File: src/rtl/booth_pkg.sv
// Shared types and helpers for the radix-4 Booth multiplier.
// Holds the FSM encoding, iteration count and the Booth digit recoding rule.
package booth_pkg;

  typedef enum logic [1:0] {
    IDLE = 2'd0,
    CALC = 2'd1,
    DONE = 2'd2
  } state_t;

  typedef enum logic [2:0] {
    DIG_ZERO = 3'd0,
    DIG_PM   = 3'd1,
    DIG_P2M  = 3'd2,
    DIG_NM   = 3'd3,
    DIG_N2M  = 3'd4
  } digit_t;

  function automatic int unsigned iter_count(input int unsigned width);
    return (width + 2) / 2;
  endfunction

  // Overlapping 3-bit window {q1, q0, guard} to a signed radix-4 digit.
  function automatic digit_t recode(input logic [2:0] window);
    digit_t d;
    case (window)
      3'b001, 3'b010: d = DIG_PM;
      3'b011:         d = DIG_P2M;
      3'b100:         d = DIG_N2M;
      3'b101, 3'b110: d = DIG_NM;
      default:        d = DIG_ZERO;
    endcase
    return d;
  endfunction

endpackage

File: src/rtl/booth_r4_recoder.sv
// Combinational radix-4 Booth recoder: 3-bit window to negate / 1x / 2x selects.
module booth_r4_recoder
  import booth_pkg::*;
(
  input  logic [2:0] i_window,
  output logic       o_neg_c,
  output logic       o_one_c,
  output logic       o_two_c
);

  digit_t w_digit;

  always_comb begin
    w_digit = recode(i_window);
    o_neg_c = 1'b0;
    o_one_c = 1'b0;
    o_two_c = 1'b0;
    case (w_digit)
      DIG_PM:  o_one_c = 1'b1;
      DIG_P2M: o_two_c = 1'b1;
      DIG_NM:  begin o_neg_c = 1'b1; o_one_c = 1'b1; end
      DIG_N2M: begin o_neg_c = 1'b1; o_two_c = 1'b1; end
      default: ;
    endcase
  end

endmodule

File: src/rtl/booth_mult_r4.sv
// Sequential radix-4 Booth multiplier, signed or unsigned per operation.
// Retires two multiplier bits per CALC cycle; product held until the next done.
module booth_mult_r4
  import booth_pkg::*;
#(
  parameter int unsigned WIDTH = 16
) (
  input  logic               clk,
  input  logic               rst,
  input  logic               start,
  input  logic               signed_mode,
  input  logic [WIDTH-1:0]   a,
  input  logic [WIDTH-1:0]   b,
  output logic               busy,
  output logic               done,
  output logic [2*WIDTH-1:0] product
);

  localparam int unsigned ITER = iter_count(WIDTH);
  localparam int unsigned MW   = WIDTH + 2;
  localparam int unsigned HW   = WIDTH + 3;
  localparam int unsigned PW   = HW + MW + 1;
  localparam int unsigned CW   = $clog2(ITER);
  localparam int unsigned RW   = 2 * WIDTH;

  state_t         r_state;
  state_t         w_next_state;
  logic [CW-1:0]  r_cnt;
  logic [MW-1:0]  r_m;
  logic [PW-1:0]  r_p;
  logic           r_busy;
  logic           r_done;
  logic [RW-1:0]  r_product;

  logic           w_load;
  logic           w_step;
  logic           w_finish;
  logic           w_neg;
  logic           w_one;
  logic           w_two;
  logic [MW-1:0]  w_a_ext;
  logic [MW-1:0]  w_b_ext;
  logic [HW-1:0]  w_m_ext;
  logic [HW-1:0]  w_addend;
  logic [HW-1:0]  w_hi_sum;
  logic [PW-1:0]  w_p_sum;
  logic [PW-1:0]  w_p_shift;

  assign w_a_ext = signed_mode ? {{2{a[WIDTH-1]}}, a} : {2'b00, a};
  assign w_b_ext = signed_mode ? {{2{b[WIDTH-1]}}, b} : {2'b00, b};

  assign busy    = r_busy;
  assign done    = r_done;
  assign product = r_product;

  always_ff @(posedge clk or posedge rst) begin
    if (rst) r_state <= IDLE;
    else     r_state <= w_next_state;
  end

  always_comb begin
    w_next_state = r_state;
    w_load       = 1'b0;
    w_step       = 1'b0;
    w_finish     = 1'b0;
    case (r_state)
      IDLE: begin
        if (start) begin
          w_load       = 1'b1;
          w_next_state = CALC;
        end
      end
      CALC: begin
        w_step = 1'b1;
        if (r_cnt == CW'(ITER - 1)) w_next_state = DONE;
      end
      DONE: begin
        w_finish     = 1'b1;
        w_next_state = IDLE;
      end
      default: w_next_state = IDLE;
    endcase
  end

  booth_r4_recoder u_recoder (
    .i_window (r_p[2:0]),
    .o_neg_c  (w_neg),
    .o_one_c  (w_one),
    .o_two_c  (w_two)
  );

  // Add the recoded digit into the high part, then arithmetic shift by two.
  always_comb begin
    w_m_ext  = {r_m[MW-1], r_m};
    w_addend = '0;
    if (w_two)      w_addend = w_m_ext << 1;
    else if (w_one) w_addend = w_m_ext;
    if (w_neg)      w_addend = ~w_addend + HW'(1);
    w_hi_sum  = r_p[PW-1 -: HW] + w_addend;
    w_p_sum   = {w_hi_sum, r_p[PW-HW-1:0]};
    w_p_shift = PW'($signed(w_p_sum) >>> 2);
  end

  always_ff @(posedge clk or posedge rst) begin
    if (rst) begin
      r_cnt     <= '0;
      r_m       <= '0;
      r_p       <= '0;
      r_busy    <= 1'b0;
      r_done    <= 1'b0;
      r_product <= '0;
    end else begin
      r_busy <= (w_next_state != IDLE);
      r_done <= w_finish;
      if (w_finish) r_product <= r_p[RW:1];
      if (w_load) begin
        r_m   <= w_a_ext;
        r_p   <= {HW'(0), w_b_ext, 1'b0};
        r_cnt <= '0;
      end else if (w_step) begin
        r_p   <= w_p_shift;
        r_cnt <= r_cnt + CW'(1);
      end
    end
  end

endmodule

File: config.mk
export PLATFORM = sky130hd
export DESIGN_NAME = booth_mult_r4
export DESIGN_NICKNAME = d
export VERILOG_FILES = /design/src/rtl/booth_pkg.sv /design/src/rtl/booth_r4_recoder.sv /design/src/rtl/booth_mult_r4.sv
export SDC_FILE = /design/constraint.sdc
export NUM_CORES = 1
export LEC_CHECK = 0
export ABC_AREA = 1
export BUFFER_PORTS_ARGS = -buffer_cell sky130_fd_sc_hd__clkbuf_2
export CORE_MARGIN = 4
export CORE_UTILIZATION = 58
export DETAILED_ROUTE_END_ITERATION = 10
export PLACE_DENSITY_LB_ADDON = 0.12
export SETUP_SLACK_MARGIN = 0.02
export SLEW_MARGIN = 30
export SYNTH_ARGS = -nofsm -noshare
export SYNTH_HDL_FRONTEND = slang
export SYNTH_SLANG_ARGS = --single-unit
File: constraint.sdc
create_clock -name clk -period 3.85 [get_ports clk]
set_input_delay 0.77 -clock clk [delete_from_list [all_inputs] [get_ports clk]]
set_output_delay 0.77 -clock clk [all_outputs]
set_load 0.05 [all_outputs]
==> out/metrics.csv <==
metric;value;unit
skew;11.2;ps
r2r-start;r_p[0];
cp.arrival;3850;ps
pin_count;70;
utilization;67.7;%
netlist_area;0.00545;mm2
path_clk_slew;100;ps
nFillCells;789;
routabilityCongestion;0.940;
worst_skew_pair.late_latency;360;ps
clockBufferDepth;2;
wl_per_cell;14.5;um
route.detailed.drc;0;
layout.area.seq;0.00233;mm2
start_kind;flop;
reg2reg_depth;22;
fin_crit_sh;94.2;%
rows;35;
synth_edf_count;0;
synth_cell_types;41;
fp.dieArea;0.0110;mm2
dr.pass1.iters;5;
viasPerCell;5.49;
clock.fmax;276;MHz
cp-end-kind;flop;
cts_tree;built;
cts_buffers;9;
syn_to_final_growth;14.2;%
portBuffers;69;
h-tree-depth;3;
antenna_left;0;
vias;4766;
multi_input_area;0.00272;mm2
setup_slack;223;ps
tns;0;ps
grt.overflow.total;0;
syn_area_per_cell;8.02;um2
whs;436;ps
finalSetupViolations;0;
drt_iter0_drc;204;
critPathKind;reg -> reg;
preCtsSetupSlack;-1.57;ps
relSlewSlack;39.5;%
final_layout_size_suffix_gt1_share;21.4;%
final_cell_mix;171 x nand2_1, 93 x dfrtp_1, 85 x inv_1;
core-area;0.00920;mm2
worstPathMaxFanout;6;
synthArstFlopShare;100;%
postSynthNetCount;742;
cp.required;4070;ps
final_nets;815;
clock_sinks;93;
hold_viol;0;
chipHeight;105;um
cts_root_buf;clkbuf_8;
grt_pass1_wl;21400;um
ys_ff_latch;93;
diodes;0;
startpoint;r_p[0];
min_period;3630;ps
final_common_cell;nand2_1;
start_util;59.3;%
antenna_found_initial;0;
drt-total-wl;12600;um
status;finished, final reports clean;
grt_pass1_vias;4613;
synthCells;680;
postCtsHoldBufs;0;
worstMarginPinSlew;902;ps
yosysSeqAreaShare;42.7;%
min_path_type;in -> async;
slew_viol_final;0;
grt_max_degree;63;
rsz0062_at_grt;false;
grt_use_total;23.6;%
cap_viol_max_count;0;
chipWidth;105;um
yosys_warnings;0;
synth-main-ff-cell;dfrtp_1;
hpwlAfterDp;9430;um
## cell usage after synthesis (all sizes together) (3+ instances only)
| master | number | area (um2) |
|---|---|---|
| or2 | 3 | 18.8 |
| nor3 | 3 | 15.0 |
| nor2 | 34 | 175 |
| dfrtp | 93 | 2330 |
| clkbuf | 19 | 71.3 |
| xor2 | 9 | 78.8 |
| o22ai | 9 | 56.3 |
| xnor2 | 6 | 52.6 |
| a21oi | 39 | 195 |
| o21ai | 78 | 405 |
| inv | 96 | 360 |
| o221ai | 16 | 140 |
| buf | 4 | 41.3 |
| nand3 | 24 | 148 |
| ha | 25 | 313 |
| nand4 | 13 | 87.6 |
| nand2 | 192 | 817 |
## stage by stage
step	area, um2	cells
after floorplan	5450	680
after global placement	5900	847
after global routing	6230	868
after detailed placement	5900	847
final	6230	868
after CTS	6100	862
## sequential cells by signal, indices dropped and copies added (netlist names)
| signal | count |
|---|---|
| busy | 1 |
| done | 1 |
| product | 32 |
| r_cnt | 4 |
| r_m | 17 |
| r_p | 36 |
| r_state | 2 |
## cell type report
class                      instances  area share, %
sequential                        93           37.4
timing repair buffer              84           7.47
clock buffer                       9           1.99
tap                              111           2.23
clock inverter                     6           1.29
multi-input combinational        467           43.7
inverter                          98           5.93
## routing by layer
layer | part of all wire, % | track usage, %
met1 | 46 | 31.7
met2 | 48 | 40.2
met3 | 5.0 | 2.96
met5 | 0 | 0
met4 | 1.1 | 6.47
## worst max-delay path, cell delays in order (launching register included)
cell and delay [ps]:
dfrtp_1 410, inv_2 70, ha_1 230, nor2_4 150, nand3_4 140, nand2_2 110
o22ai_2 70, inv_2 90, ha_1 180, nand3_2 120, nor2_4 180, nand3_1 80
nand2_1 100, xnor2_1 180, ha_1 340, a21oi_1 200, o21ai_0 130, a21oi_1 170
nand2_1 120, nand3_1 110, nand2_1 60, o21ai_0 180, o22ai_1 90
## final timing paths
check	slack [ps]	to
worst max-delay path	220	r_p[32]
worst min-delay path	440	product[13]
worst max register to register	220	r_p[32]
worst min register to register	490	product[19]
max in group asynchronous	2570	r_m[7]
min in group clk	490	product[19]
## what timing repair did
item | 4_1_cts | 5_1_grt
pin swaps | 0 | 4
setup buffers | 0 | 5
endpoints found under the setup margin | 1 | 10
resized for setup | 1 | 19
cloned | 0 | 1
## cells by family after synthesis
kind of cell | Yosys count | share of synthesized area [%]
AO/OA/AOI/OAI | 155 | 16.5
XOR/XNOR | 15 | 2.41
buffers and inverters | 121 | 8.81
flip-flops | 93 | 42.7
AND/OR/NAND/NOR | 270 | 23.5
adder cells (fa/ha/maj) | 26 | 6.10
Power is not shown: default switching activity piles up to over one toggle a cycle in this logic, so the estimate is an artifact.
